===== src/rtl/timer_pkg.sv =====
// Shared definitions for the BCD round-timer: FSM state encoding,
// digit width and the BCD digit clamp used when loading start values.
package timer_pkg;

  localparam int BCD_W = 4;
  localparam logic [BCD_W-1:0] BCD_MAX = 4'd9;

  typedef enum logic [1:0] {
    ST_IDLE    = 2'd0,
    ST_RUN     = 2'd1,
    ST_PAUSED  = 2'd2,
    ST_EXPIRED = 2'd3
  } state_t;

  // Any non-BCD code (10..15) on a load input saturates to 9.
  function automatic logic [BCD_W-1:0] bcd_clamp(input logic [BCD_W-1:0] d);
    return (d > BCD_MAX) ? BCD_MAX : d;
  endfunction

endpackage


===== src/rtl/bcd_digit_down.sv =====
// One BCD digit counting downward. Wraps 0 -> 9 on decrement and flags a
// borrow so digits can be chained (ones borrow feeds tens dec_en).
module bcd_digit_down
  import timer_pkg::*;
(
  input  logic             clk,
  input  logic             rst,
  input  logic             load,
  input  logic [BCD_W-1:0] load_val,
  input  logic             dec_en,
  output logic [BCD_W-1:0] digit,
  output logic             borrow_out
);

  // Digit register: load has priority over decrement.
  always_ff @(posedge clk) begin
    if (!rst) begin
      digit <= '0;
    end else if (load) begin
      digit <= load_val;
    end else if (dec_en) begin
      digit <= (digit == '0) ? BCD_MAX : digit - 4'd1;
    end
  end

  assign borrow_out = (digit == '0) && dec_en;

endmodule


===== src/rtl/bcd_countdown_timer.sv =====
// Two-digit BCD round timer (99..00). Counts down one step per prescaled
// tick while running, supports pause/resume, and parks at 00 in EXPIRED
// with a one-cycle timeout pulse on entry.
//
//   state      | meaning
//   -----------+-----------------------------------------------------
//   ST_IDLE    | value loaded, waiting for start
//   ST_RUN     | prescaler advancing, digits decrement on each tick
//   ST_PAUSED  | prescaler and digits frozen, waiting for start
//   ST_EXPIRED | reached 00; only load or reset leaves
module bcd_countdown_timer
  import timer_pkg::*;
#(
  parameter int TICK_DIV = 4,
  parameter int DIV_W    = 26
) (
  input  logic             clk,
  input  logic             rst,
  input  logic             load,
  input  logic [BCD_W-1:0] load_tens,
  input  logic [BCD_W-1:0] load_ones,
  input  logic             start,
  input  logic             pause,
  output logic [BCD_W-1:0] tens_out,
  output logic [BCD_W-1:0] ones_out,
  output logic             running,
  output logic             expired,
  output logic             timeout
);

  localparam logic [DIV_W-1:0] TICK_LAST = DIV_W'(TICK_DIV - 1);

  state_t           state, state_next;
  logic [DIV_W-1:0] prescaler;
  logic             tick;
  logic             go;
  logic             ones_borrow;
  logic             tens_borrow;
  logic             value_zero;
  logic             value_one;

  // load outranks pause, which outranks start; a tick only survives when
  // neither load nor pause is asserted in the same cycle.
  assign go         = start && !pause;
  assign tick       = (state == ST_RUN) && !load && !pause && (prescaler == TICK_LAST);
  assign value_zero = (tens_out == '0) && (ones_out == '0);
  assign value_one  = (tens_out == '0) && (ones_out == 4'd1);

  bcd_digit_down u_ones (
    .clk        (clk),
    .rst        (rst),
    .load       (load),
    .load_val   (bcd_clamp(load_ones)),
    .dec_en     (tick),
    .digit      (ones_out),
    .borrow_out (ones_borrow)
  );

  bcd_digit_down u_tens (
    .clk        (clk),
    .rst        (rst),
    .load       (load),
    .load_val   (bcd_clamp(load_tens)),
    .dec_en     (ones_borrow),
    .digit      (tens_out),
    .borrow_out (tens_borrow)
  );

  // Prescaler advances only while running and unpaused, so a pause keeps
  // the partial tick and resume neither loses nor repeats it.
  always_ff @(posedge clk) begin
    if (!rst) begin
      prescaler <= '0;
    end else if (load) begin
      prescaler <= '0;
    end else if ((state == ST_RUN) && !pause) begin
      prescaler <= (prescaler == TICK_LAST) ? '0 : prescaler + DIV_W'(1);
    end
  end

  // State register.
  always_ff @(posedge clk) begin
    if (!rst) begin
      state <= ST_IDLE;
    end else begin
      state <= state_next;
    end
  end

  // Next-state logic. A tick out of 01 lands on 00 and expires on the same
  // edge; tens_borrow would mean a tick below 00, so it also forces EXPIRED
  // rather than letting the count wrap.
  always_comb begin
    state_next = state;
    if (load) begin
      state_next = ST_IDLE;
    end else begin
      unique case (state)
        ST_IDLE: begin
          if (go) state_next = value_zero ? ST_EXPIRED : ST_RUN;
        end
        ST_RUN: begin
          if (pause)                             state_next = ST_PAUSED;
          else if (tick && (value_one || tens_borrow)) state_next = ST_EXPIRED;
        end
        ST_PAUSED: begin
          if (go) state_next = ST_RUN;
        end
        ST_EXPIRED: state_next = ST_EXPIRED;
        default:    state_next = ST_IDLE;
      endcase
    end
  end

  // Timeout pulse: high for the first cycle spent in EXPIRED only.
  always_ff @(posedge clk) begin
    if (!rst) begin
      timeout <= 1'b0;
    end else begin
      timeout <= (state_next == ST_EXPIRED) && (state != ST_EXPIRED);
    end
  end

  // Status outputs decoded straight from the state register.
  always_comb begin
    running = (state == ST_RUN);
    expired = (state == ST_EXPIRED);
  end

endmodule


===== config.mk =====
export PLATFORM = sky130hd
export DESIGN_NAME = bcd_countdown_timer
export DESIGN_NICKNAME = d
export VERILOG_FILES = /design/src/rtl/timer_pkg.sv /design/src/rtl/bcd_digit_down.sv /design/src/rtl/bcd_countdown_timer.sv
export SDC_FILE = /design/constraint.sdc
export NUM_CORES = 1
export LEC_CHECK = 0
export BUFFER_PORTS_ARGS = -buffer_cell sky130_fd_sc_hd__buf_4
export CAP_MARGIN = 5
export CORE_UTILIZATION = 30
export DETAILED_ROUTE_END_ITERATION = 10
export PLACE_DENSITY = 0.5
export SYNTH_ARGS = -nofsm -noshare
export SYNTH_HDL_FRONTEND = slang
export SYNTH_SLANG_ARGS = --single-unit
export TNS_END_PERCENT = 10

===== constraint.sdc =====
create_clock -name clk -period 3.68 [get_ports clk]
set_input_delay 0.368 -clock clk [delete_from_list [all_inputs] [get_ports clk]]
set_output_delay 0.368 -clock clk [all_outputs]
set_load 0.01 [all_outputs]

# Yosys cells after proc, flatten, opt, wreduce, memory -nomap -nowiden
# Index checks and enable logic that the tools add are counted.
[word_totals]
register_bits = 37
output_inout_bits = 11
wordCells = 54
[op_classes]
reduce_logical = 20
n_bitwise = 1
addsub = 3
n_mux = 16
n_lt_le_gt_ge = 2
n_eq_ne = 7
[op_table]
columns = ["operator", "n"]
rows = [
  ["two-way mux 4 bit", 8],
  ["adder 26 x 1 -> 26 bit (second input constant)", 1],
  ["== test 26 x 2 -> 1 bit (second input constant)", 1],
  ["two-way mux 26 bit", 1],
  ["two-way mux 2 bit", 6],
  ["logical AND 1 bit", 11],
  ["greater-than comparator 4 bit (second input constant)", 2],
  ["zero test 4 bit", 2],
  ["one-hot mux 2 bit (4 select lines)", 1],
  ["subtractor 4 x 1 -> 4 bit (second input constant)", 2],
  ["== test 2 bit (second input constant)", 3],
  ["== test 4 x 1 -> 1 bit (second input constant)", 1],
  ["nonzero test 2 bit", 2],
  ["== test 2 x 1 -> 1 bit (second input constant)", 1],
  ["zero test 1 bit", 2],
  ["zero test 2 bit", 1],
  ["!= test 2 bit (second input constant)", 1],
  ["OR reduction 2 bit", 1],
  ["logical OR 1 bit", 1],
  ["NOT 1 bit", 1],
]

# Depth between registers and ports, before layout
# Gate-level depths: netlist of the first run.
[logic_depth]
depth_word = 14
ltp_mapped = 7
ltp_nobuf = 6

# Hierarchy
# Synthesis of the first run repeated with hierarchy kept, for this count alone.
[unflattened]
cells_unflattened = 244
hier_area_um2 = 1979.4
[modules_own_cells]
columns = ["module", "instances", "cells_per_inst", "area_per_inst_um2"]
rows = [
  ["bcd_countdown_timer", 1, 198, 1559.0],
  ["bcd_digit_down", 2, 23, 210.2],
]

# Worst setup path after synthesis of the first run
# OpenSTA, ideal clock, no wires.
[synth_timing]
kind = "register to register"
start = "register prescaler[0]"
end = "register prescaler[25]"
stages_incl_launch_ff = 8
synth_period_minus_slack_ps = 1841
path_slack_ps = 1839
t_arrival_ps = 1726
cell_sequence = "dfxtp_1 > ha_1 > nor4b_2 > nand4_2 > or2_1 > o21ai_4 > buf_4 > nor2_1"
[synth_via]
elab_chain_cells = 2
[synth_lines]
columns = ["item", "line", "rtl"]
rows = [
  ["start: declaration", "bcd_countdown_timer.sv:34", "logic [DIV_W-1:0] prescaler;"],
  ["start signal: assignment", "bcd_countdown_timer.sv:77", "prescaler <= (prescaler == TICK_LAST) ? '0 : prescaler + DIV_W'(1);"],
  ["adder 26 x 1 -> 26 bit / == test 26 x 2 -> 1 bit (equally long branches)", "bcd_countdown_timer.sv:77", ""],
  ["two-way mux 26 bit *", "bcd_countdown_timer.sv:77", ""],
]
# Every way passes the cells marked *; elsewhere a longest branch is shown, timed or not.
# A chain may end at the register's enable or synchronous reset.

# Worst setup path in the final report of the first run
[layout_timing]
start = "register state[0]"
end = "register prescaler[19]"
[layout_via]
elab_chain_cells = 2
[layout_lines]
columns = ["item", "line", "rtl"]
rows = [
  ["start: declaration", "bcd_countdown_timer.sv:33", "state_t state, state_next;"],
  ["start signal: assignment", "bcd_countdown_timer.sv:86", "state <= state_next;"],
  ["== test 2 x 1 -> 1 bit", "bcd_countdown_timer.sv:76", "end else if ((state == ST_RUN) && !pause) begin"],
  ["logical AND 1 bit", "bcd_countdown_timer.sv:76", ""],
]
# No other way between the ends.

==> impl_metrics.tcl, run 1 <==
set metrics [dict create \
    cts_inserted_buffers 5 \
    nets 263 \
    synthCells 224 \
    p_leak_uw 0.0007480 \
    detailed_place_hpwl_microns 3115 \
    cts_buffer_depth 2 \
    ys_seq_area_share_pct 37.40 \
    syn_nets 238 \
    synthArstFlopShare_pct 0 \
    wl_per_cell_microns 13.32 \
    synth_commonest_cells "dfxtp_1 (37), nor2_1 (37), xnor2_1 (23), nand2_1 (15), nor3_1 (10)" \
    fin_cells 327 \
    crit_fanout 12 \
    syn_to_final_growth_pct 18.76 \
    period_share_pct 61.79 \
    synth_seq_cells 37 \
    clkPwrFrac_pct 46.8 \
    max-slew-margin-rel_pct 55.83 \
    finalSetupViolCount 0 \
    rsz0062_at_grt "false" \
    ys.flop_type "dfxtp_1" \
    htreeDepth 2 \
    diodes 0 \
    dp.cells 319 \
    startpoint "state[0]" \
    powerDensity_nw_per_um2 382.5 \
    seq_power_share_pct 46.2 \
    fp.dieW_microns 83.26 \
    worstPathArrival_ps 2440 \
    drt-total-wl_microns 4357 \
    crit_path_start_kind "register" \
    clkTransAtPathRegs_ps 80 \
    synth_top_cell_area_share_pct 37.40 \
    yosys.area.top_type "dfxtp_1" \
    cp_num_buf_inv 0 \
    fmax_mhz 439.8 \
    multi_input_area_sq_um 1179 \
    vias_per_cell 5.034 \
    dieArea_sq_um 6931 \
    synthTopCellsByArea "dfxtp_1 (37%), xnor2_1 (10%), nor2_1 (7.0%)" \
    power_switching_uw 192.7 \
    crit_type "register to register" \
    cts_sinks 37 \
    clk_latency_ps 300 \
    first_pass_iters 4 \
    num_io_pins 24 \
    finClkSkew_ps 10.61 \
    cap_violations 0 \
    fill_cells 636 \
    cp_cell_sequence "nor3b_4, nand4_1, nor4_1, xnor2_1, nor2_1" \
    grt_max_degree 26 \
    grt_pass1_vias 1556 \
    drt_iter0_markers 79 \
    start_util_pct 31.19 \
    max_stage_delay_ps 600 \
    critical-path-top-delay-family "simple AND/OR/NAND/NOR gates" \
    postCtsSetupBuffers 0 \
    grt_pass1_wl_microns 7617 \
    switching_share_pct 21.41 \
    drv_slew 0 \
    synth-edff-count 0 \
    setup_tns_ps 0 \
    crit_path_top_delay_cell "nand4_1" \
    antenna_left 0 \
    cp.required_ps 3850 \
    fp.coreArea_sq_um 6350 \
    io_buffer_count 23 \
    drc 0 \
    register_area_sq_um 740.7 \
    grt_antenna_before_repair 0 \
    gp_congestion 0.7381 \
    ctsHoldBuffers 0 \
    hold_path_class "primary input to register" \
    tightest_slew_ps 660.5 \
    cts_repair_resize_count 0 \
    power_frac_comb_pct 7.0 \
    cts-root-buf "clkbuf_8" \
    power_uw 899.7 \
    overflow 0 \
    synth_area_sq_um 1981 \
    intPower_uw 707.0 \
    status "finished clean" \
    timing.final.crit_period_ps 2274 \
    hp-start "load_ones[1]" \
    reg2reg_from "state[0]" \
    final_layout_size_suffix_gt1_share_pct 20.80 \
    finalHoldViolations 0 \
    num_rows 29 \
    yosysWarnings 0 \
    fin_area_sq_um 2352 \
    vias 1646 \
    syn_avg_cell_area_sq_um 8.842 \
    cts_tree "built" \
    ys_types 44 \
    grt_util_all_layers_pct 13.46 \
    place_area_sq_um 2218 \
    worst_setup_path_end_kind "register" \
    irDropWorstVdd_mv 0.1976 \
    die_y_microns 83.26 \
]
==> registers in the layout (all words and copies together), names as in the netlist <==
signal,flops
u_tens.digit,4
prescaler,26
state,2
timeout,1
u_ones.digit,4
==> routing by layer <==
layer | global-route usage [%] | share of wire (%)
met3 | 2.783 | 2.1
met4 | 4.232 | 1.4
met5 | 0 | 0
met2 | 19.67 | 44
met1 | 19.63 | 52
==> final timing paths <==
kind	end	slack (ps)	cells past startpoint
worst max-delay path	prescaler[19]	1410	5
worst max register to register	prescaler[19]	1410	5
worst min-delay path	u_ones.digit[1]	300	3
worst min register to register	prescaler[1]	490	2
==> power groups by stage <==
stage               combinational (uW)  sequential [uW]  clock (uW)
finish                            63.4              416         421
global route                      69.5              417         453
CTS                               64.1              416         435
detailed placement                63.9              425           0
global placement                  63.9              425           0
floorplan                         34.9              425           0
==> cell usage in the layout (no fill, tap or decap), types with 7 or more instances in the layout <==
cell,Yosys,routed
nor4_1,8,8
inv_1,8,8
nor4_2,8,8
o21ai_0,7,7
nor2_1,37,37
nand3_1,7,7
nand2_1,15,15
xnor2_1,23,23
buf_4,3,23
nor3_1,10,10
dfxtp_1,37,37
==> cell type report <==
type                    instances  area share (%)
multi-input cells             174           50.11
flip-flops and latches         37           31.49
repair buffers                 23           7.340
well taps                      77           4.096
clock buffers                   5           2.926
clock inverters                 3           2.766
inverters                       8           1.277
==> per-stage QoR <==
stage	utilization, %	worst slack [ps]	hold WS (ps)
after global placement	34.94	1319	469.9
after CTS	37.04	1351	286.2
final	37.04	1406	295.8
after floorplan	-	1839	449.2
after global routing	37.04	1146	300.0
after detailed placement	34.94	1324	476.3
==> tightest hold or removal path, cell delays in order <==
cell     delay (ps)
buf_4            80
nand2_1          40
o21ai_0          60
==> cells by family (layout without fill, tap and decap cells) <==
logic type	Yosys count	after routing	share of synthesized area, %
and+or+nand+nor	119	119	37.33
xor gates and xnor gates	27	27	11.94
adders and majority gates	1	1	0.6316
DFF	37	37	37.40
AOI/OAI and AO/OA	24	24	8.086
buffers and inverters	13	39	3.095
muxes	3	3	1.516
Note: power is estimated with default switching activity, not from simulation.
==> inputs of run 2 (changes only) <==
clock period = 2.2 ns   (was 3.68 ns; I/O delays follow)
==> run 2 against run 1 <==
Utilization grew 0.099 points; critical path depth up 1; largest power group is now sequential cells; die area did not move; total power rose by 41%; register-to-register slack got worse by 1200 ps; critical endpoint is now u_ones.digit[3]; count of clock-buffer cells in the layout is 1 higher; critical path type unchanged; final area increased by 0.27%.
==> impl_metrics.tcl, run 2 (synthesis gave the netlist of run 1 again) <==
set metrics [dict create \
    status "finished clean" \
    hold_depth 3 \
    vias 1649 \
    use_met2_pct 19.97 \
    fp.dieW_microns 83.26 \
    r2r_cells 6 \
    crit_type "register to register" \
    power_uw 1264 \
    final_layout_size_suffix_gt1_share_pct 21.65 \
    cp.required_ps 2440 \
    io_buffer_count 23 \
    die_y_microns 83.26 \
    r2r_slack_ps 190 \
    top_usage_layer "met2" \
    detailed_place_hpwl_microns 3094 \
    crit_fanout 8 \
    timing.final.crit_period_ps 2005 \
    grt_pass1_wl_microns 7721 \
    drv_slew 0 \
    cts_sinks 37 \
    finalSetupViolCount 0 \
    holdWs_ps 140.4 \
    largestRegisters "prescaler (26), u_ones.digit (4), u_tens.digit (4)" \
    first_pass_iters 4 \
    r2r_end "u_ones.digit[3]" \
    cts_tree "built" \
    powerDensity_nw_per_um2 536.1 \
    fmax_mhz 498.7 \
    top_register "prescaler" \
    drt-total-wl_microns 4317 \
    grt_antenna_before_repair 0 \
    dp.cells 323 \
    finClkSkew_ps 2.874 \
    fp.coreArea_sq_um 6350 \
    register_area_sq_um 740.7 \
    cts-root-buf "clkbuf_8" \
    diodes 0 \
    rsz0062_at_grt "false" \
    hold_path_class "primary input to register" \
    grt_max_degree 26 \
    nets 267 \
    drc 0 \
    grt_pass1_vias 1583 \
    cap_violations 0 \
    cts_buffer_depth 2 \
    met1_usage_pct 19.64 \
    p_leak_uw 0.0007497 \
    worst_setup_path_end_kind "register" \
    htreeDepth 2 \
    vias_per_cell 4.982 \
    setup_tns_ps 0 \
    grt_util_all_layers_pct 13.61 \
    tightest_slew_ps 497.0 \
    num_io_pins 24 \
    min_to "u_ones.digit[1]" \
    dieArea_sq_um 6931 \
    start_util_pct 31.19 \
    drt_iter0_markers 88 \
    gp_congestion 0.7138 \
    crit_path_start_kind "register" \
    use_met3_pct 2.783 \
    cts_inserted_buffers 5 \
    clkTransAtPathRegs_ps 70 \
    antenna_left 0 \
    period_share_pct 91.14 \
    finalHoldViolations 0 \
    overflow 0 \
    clk_latency_ps 290 \
    worstPathArrival_ps 2240 \
    reg2reg_from "prescaler[0]" \
    largest_register_ffs 26 \
    most-common-layout-cells "nor2_1 (37), dfxtp_1 (37), buf_4 (26)" \
    syn_to_final_growth_pct 19.08 \
    multi_input_area_sq_um 1194 \
    num_rows 29 \
    wl_per_cell_microns 13.04 \
    fill_cells 654 \
    max-slew-margin-rel_pct 66.56 \
    fin_cells 331 \
    hp-start "load_ones[1]" \
    irDropWorstVdd_mv 0.2367 \
]
==> run 2: cell types whose count changed in the layout (fill, tap and decap cells not counted) <==
cell       delta
buf_4         +3
nor3_2        -1
clkbuf_1      +1
nand4_4       +1
buf_12        +1
nor3_4        +1
bufinv_16     -2
clkinv_2      +1
nand4_2       -1
==> run 2: worst max-delay path by stage <==
| stage | startpoint | to | slack (ps) |
|---|---|---|---|
| floorplan | prescaler[0] | prescaler[25] | 360 |
| detailed placement | prescaler[0] | u_tens.digit[0] | 120 |
| CTS | prescaler[0] | u_tens.digit[0] | 110 |
| finish | prescaler[0] | u_ones.digit[3] | 190 |
| global placement | prescaler[0] | u_tens.digit[0] | 190 |
| global route | prescaler[0] | u_ones.digit[3] | 30 |
==> run 2: layout make-up <==
cell class | instances | share of cell area, %
flip-flops and latches | 37 | 31.41
clock buffers | 6 | 3.077
clock inverters | 2 | 0.4244
repair buffers | 27 | 9.125
multi-input cells | 174 | 50.61
inverters | 8 | 1.273
well taps | 77 | 4.085
==> run 2: report_power, final <==
part	switching, uW	internal (uW)	total (uW)	leakage, uW
combinational	54.2	56.2	110	0.000405
sequential	16.1	680	696	0.000300
clock	239	220	458	0.0000450
==> run 2: repair_timing <==
| action | in CTS | in global routing |
|---|---|---|
| gates resized for setup | 0 | 2 |
| hold buffers | 0 | 0 |
| setup buffers | 0 | 0 |
| endpoints found under the setup margin | 0 | 2 |
==> run 2: per-stage QoR <==
step	setup WS, ps	utilization [%]	area (sq um)
after floorplan	359.0	-	1981
after global placement	188.1	35.61	2261
after detailed placement	124.6	35.61	2261
after CTS	108.0	36.91	2344
after global routing	33.75	37.14	2359
final	194.9	37.14	2359
==> run 2: per-layer routing <==
metal	up-vias	share of wire, %	wire [microns]
li1	851	-	-
met1	776	53	2307
met2	17	43	1845
met3	5	2.1	91
met4	0	1.7	72
met5	-	0	0
==> run 2: worst max-delay path, cell delays in order (launching register included) <==
cell	delay (ps)
dfxtp_1	370
ha_1	240
nor4b_2	300
nand4_4	240
or3_4	470
nor4_2	150
o311a_1	190
==> inputs of run 3 (changes only) <==
CTS_BUF_LIST = sky130_fd_sc_hd__clkbuf_8   (was unset)
==> run 3 against run 2 <==
Count of clock-buffer cells in the layout fell by 1; non-clock buffer count did not move; highest routed layer unchanged; global-route usage did not move; largest cell class unchanged; first-iteration DRC count did not move; cell count did not move; critical path depth did not move; via count did not move.
==> impl_metrics.tcl, run 3 (synthesis gave the netlist of run 1 again) <==
set metrics [dict create \
    status "finished clean" \
    rsz0062_at_grt "false" \
    hold_path_class "primary input to register" \
    dieArea_sq_um 6931 \
    detailed_place_hpwl_microns 3094 \
    first_pass_iters 4 \
    antenna_left 0 \
    num_io_pins 24 \
    finClkSkew_ps 3.257 \
    drc 0 \
    holdWs_ps 139.9 \
    timing.final.crit_period_ps 2005 \
    tightest_slew_ps 497.0 \
    finalSetupViolCount 0 \
    vias 1649 \
    cts_repair_resize_count 0 \
    clk_latency_ps 290 \
    grt_max_degree 26 \
    htreeDepth 2 \
    overflow 0 \
    crit_type "register to register" \
    r2r_cells 6 \
    start_util_pct 31.19 \
    most-common-layout-cells "nor2_1 (37), dfxtp_1 (37), buf_4 (26)" \
    cts_buffer_depth 2 \
    top_register "prescaler" \
    vias_per_cell 4.982 \
    io_buffer_count 23 \
    drv_slew 0 \
    powerDensity_nw_per_um2 534.3 \
    reg2reg_from "prescaler[0]" \
    worstPathArrival_ps 2240 \
    ctsHoldBuffers 0 \
    r2r_end "u_ones.digit[3]" \
    startpoint "prescaler[0]" \
    final_layout_size_suffix_gt1_share_pct 21.65 \
    fp.dieW_microns 83.26 \
    drt_iter0_markers 88 \
    drt-total-wl_microns 4318 \
    largestRegisters "prescaler (26), u_ones.digit (4), u_tens.digit (4)" \
    grt_util_all_layers_pct 13.61 \
    cap_violations 0 \
    power_uw 1260 \
    period_share_pct 91.14 \
    crit_path_start_kind "register" \
    largest_register_ffs 26 \
    cp.required_ps 2440 \
    setup_tns_ps 0 \
    postCtsSetupBuffers 0 \
    endpoint "u_ones.digit[3]" \
    crit_fanout 8 \
    register_area_sq_um 740.7 \
    cts_inserted_buffers 5 \
    gp_congestion 0.7138 \
    multi_input_area_sq_um 1194 \
    nets 267 \
    cts_tree "built" \
    die_y_microns 83.26 \
    fp.coreArea_sq_um 6350 \
    fill_cells 654 \
    fmax_mhz 498.7 \
    diodes 0 \
    grt_pass1_wl_microns 7721 \
    p_leak_uw 0.0007538 \
    cts-root-buf "clkbuf_8" \
    cts_sinks 37 \
    clkTransAtPathRegs_ps 70 \
    finalHoldViolations 0 \
    worst_setup_path_end_kind "register" \
    irDropWorstVdd_mv 0.2367 \
    num_rows 29 \
    wl_per_cell_microns 13.05 \
    grt_antenna_before_repair 0 \
    grt_pass1_vias 1583 \
    syn_to_final_growth_pct 19.08 \
    max-slew-margin-rel_pct 66.56 \
    r2r_slack_ps 190 \
]
-- run 3: where the power goes --
| group | switching, uW | internal [uW] | leakage, uW |
|---|---|---|---|
| Sequential | 16.1 | 680 | 0.000300 |
| Clock | 239 | 215 | 0.0000491 |
| Combinational | 54.2 | 56.2 | 0.000405 |
| Total | 310 | 951 | 0.000754 |
-- run 3: stage by stage --
step / util (%) / cells / setup WS [ps] / cell area [sq um]
after floorplan: - / 224 / 359.0 / 1981
after global placement: 35.61 / 323 / 188.1 / 2261
after detailed placement: 35.61 / 323 / 124.6 / 2261
after CTS: 36.91 / 331 / 108.0 / 2344
after global routing: 37.14 / 331 / 33.65 / 2359
final: 37.14 / 331 / 194.8 / 2359
-- run 3: layer usage --
metal	global-route usage, %	part of all wire (%)	vias up
met3	2.783	2.1	5
met4	4.702	1.7	0
li1	-	-	851
met1	19.64	53	776
met5	0	0	-
met2	19.97	43	17
-- run 3: worst min path at each step --
stage,slack [ps],to,start,cells past startpoint
2_1_floorplan,330,u_ones.digit[1],load_ones[1],2
3_3_place_gp,440,u_ones.digit[1],load_ones[1],3
3_5_place_dp,440,u_ones.digit[1],load_ones[1],3
4_1_cts,130,u_ones.digit[1],load_ones[1],3
5_1_grt,140,u_ones.digit[1],load_ones[1],3
6_report,140,u_ones.digit[1],load_ones[1],3
-- run 3: area by class of cell --
class                           count  area share, %
Clock buffer                        5          2.918
Clock inverter                      3         0.5836
Inverter                            8          1.273
Multi-Input combinational cell    174          50.61
Sequential cell                    37          31.41
Tap cell                           77          4.085
Timing Repair Buffer               27          9.125
-- run 3: critical path, stage by stage, from the launching register on --
cell and delay (ps):
dfxtp_1 370, ha_1 240, nor4b_2 300, nand4_4 240, or3_4 470, nor4_2 150, o311a_1 190
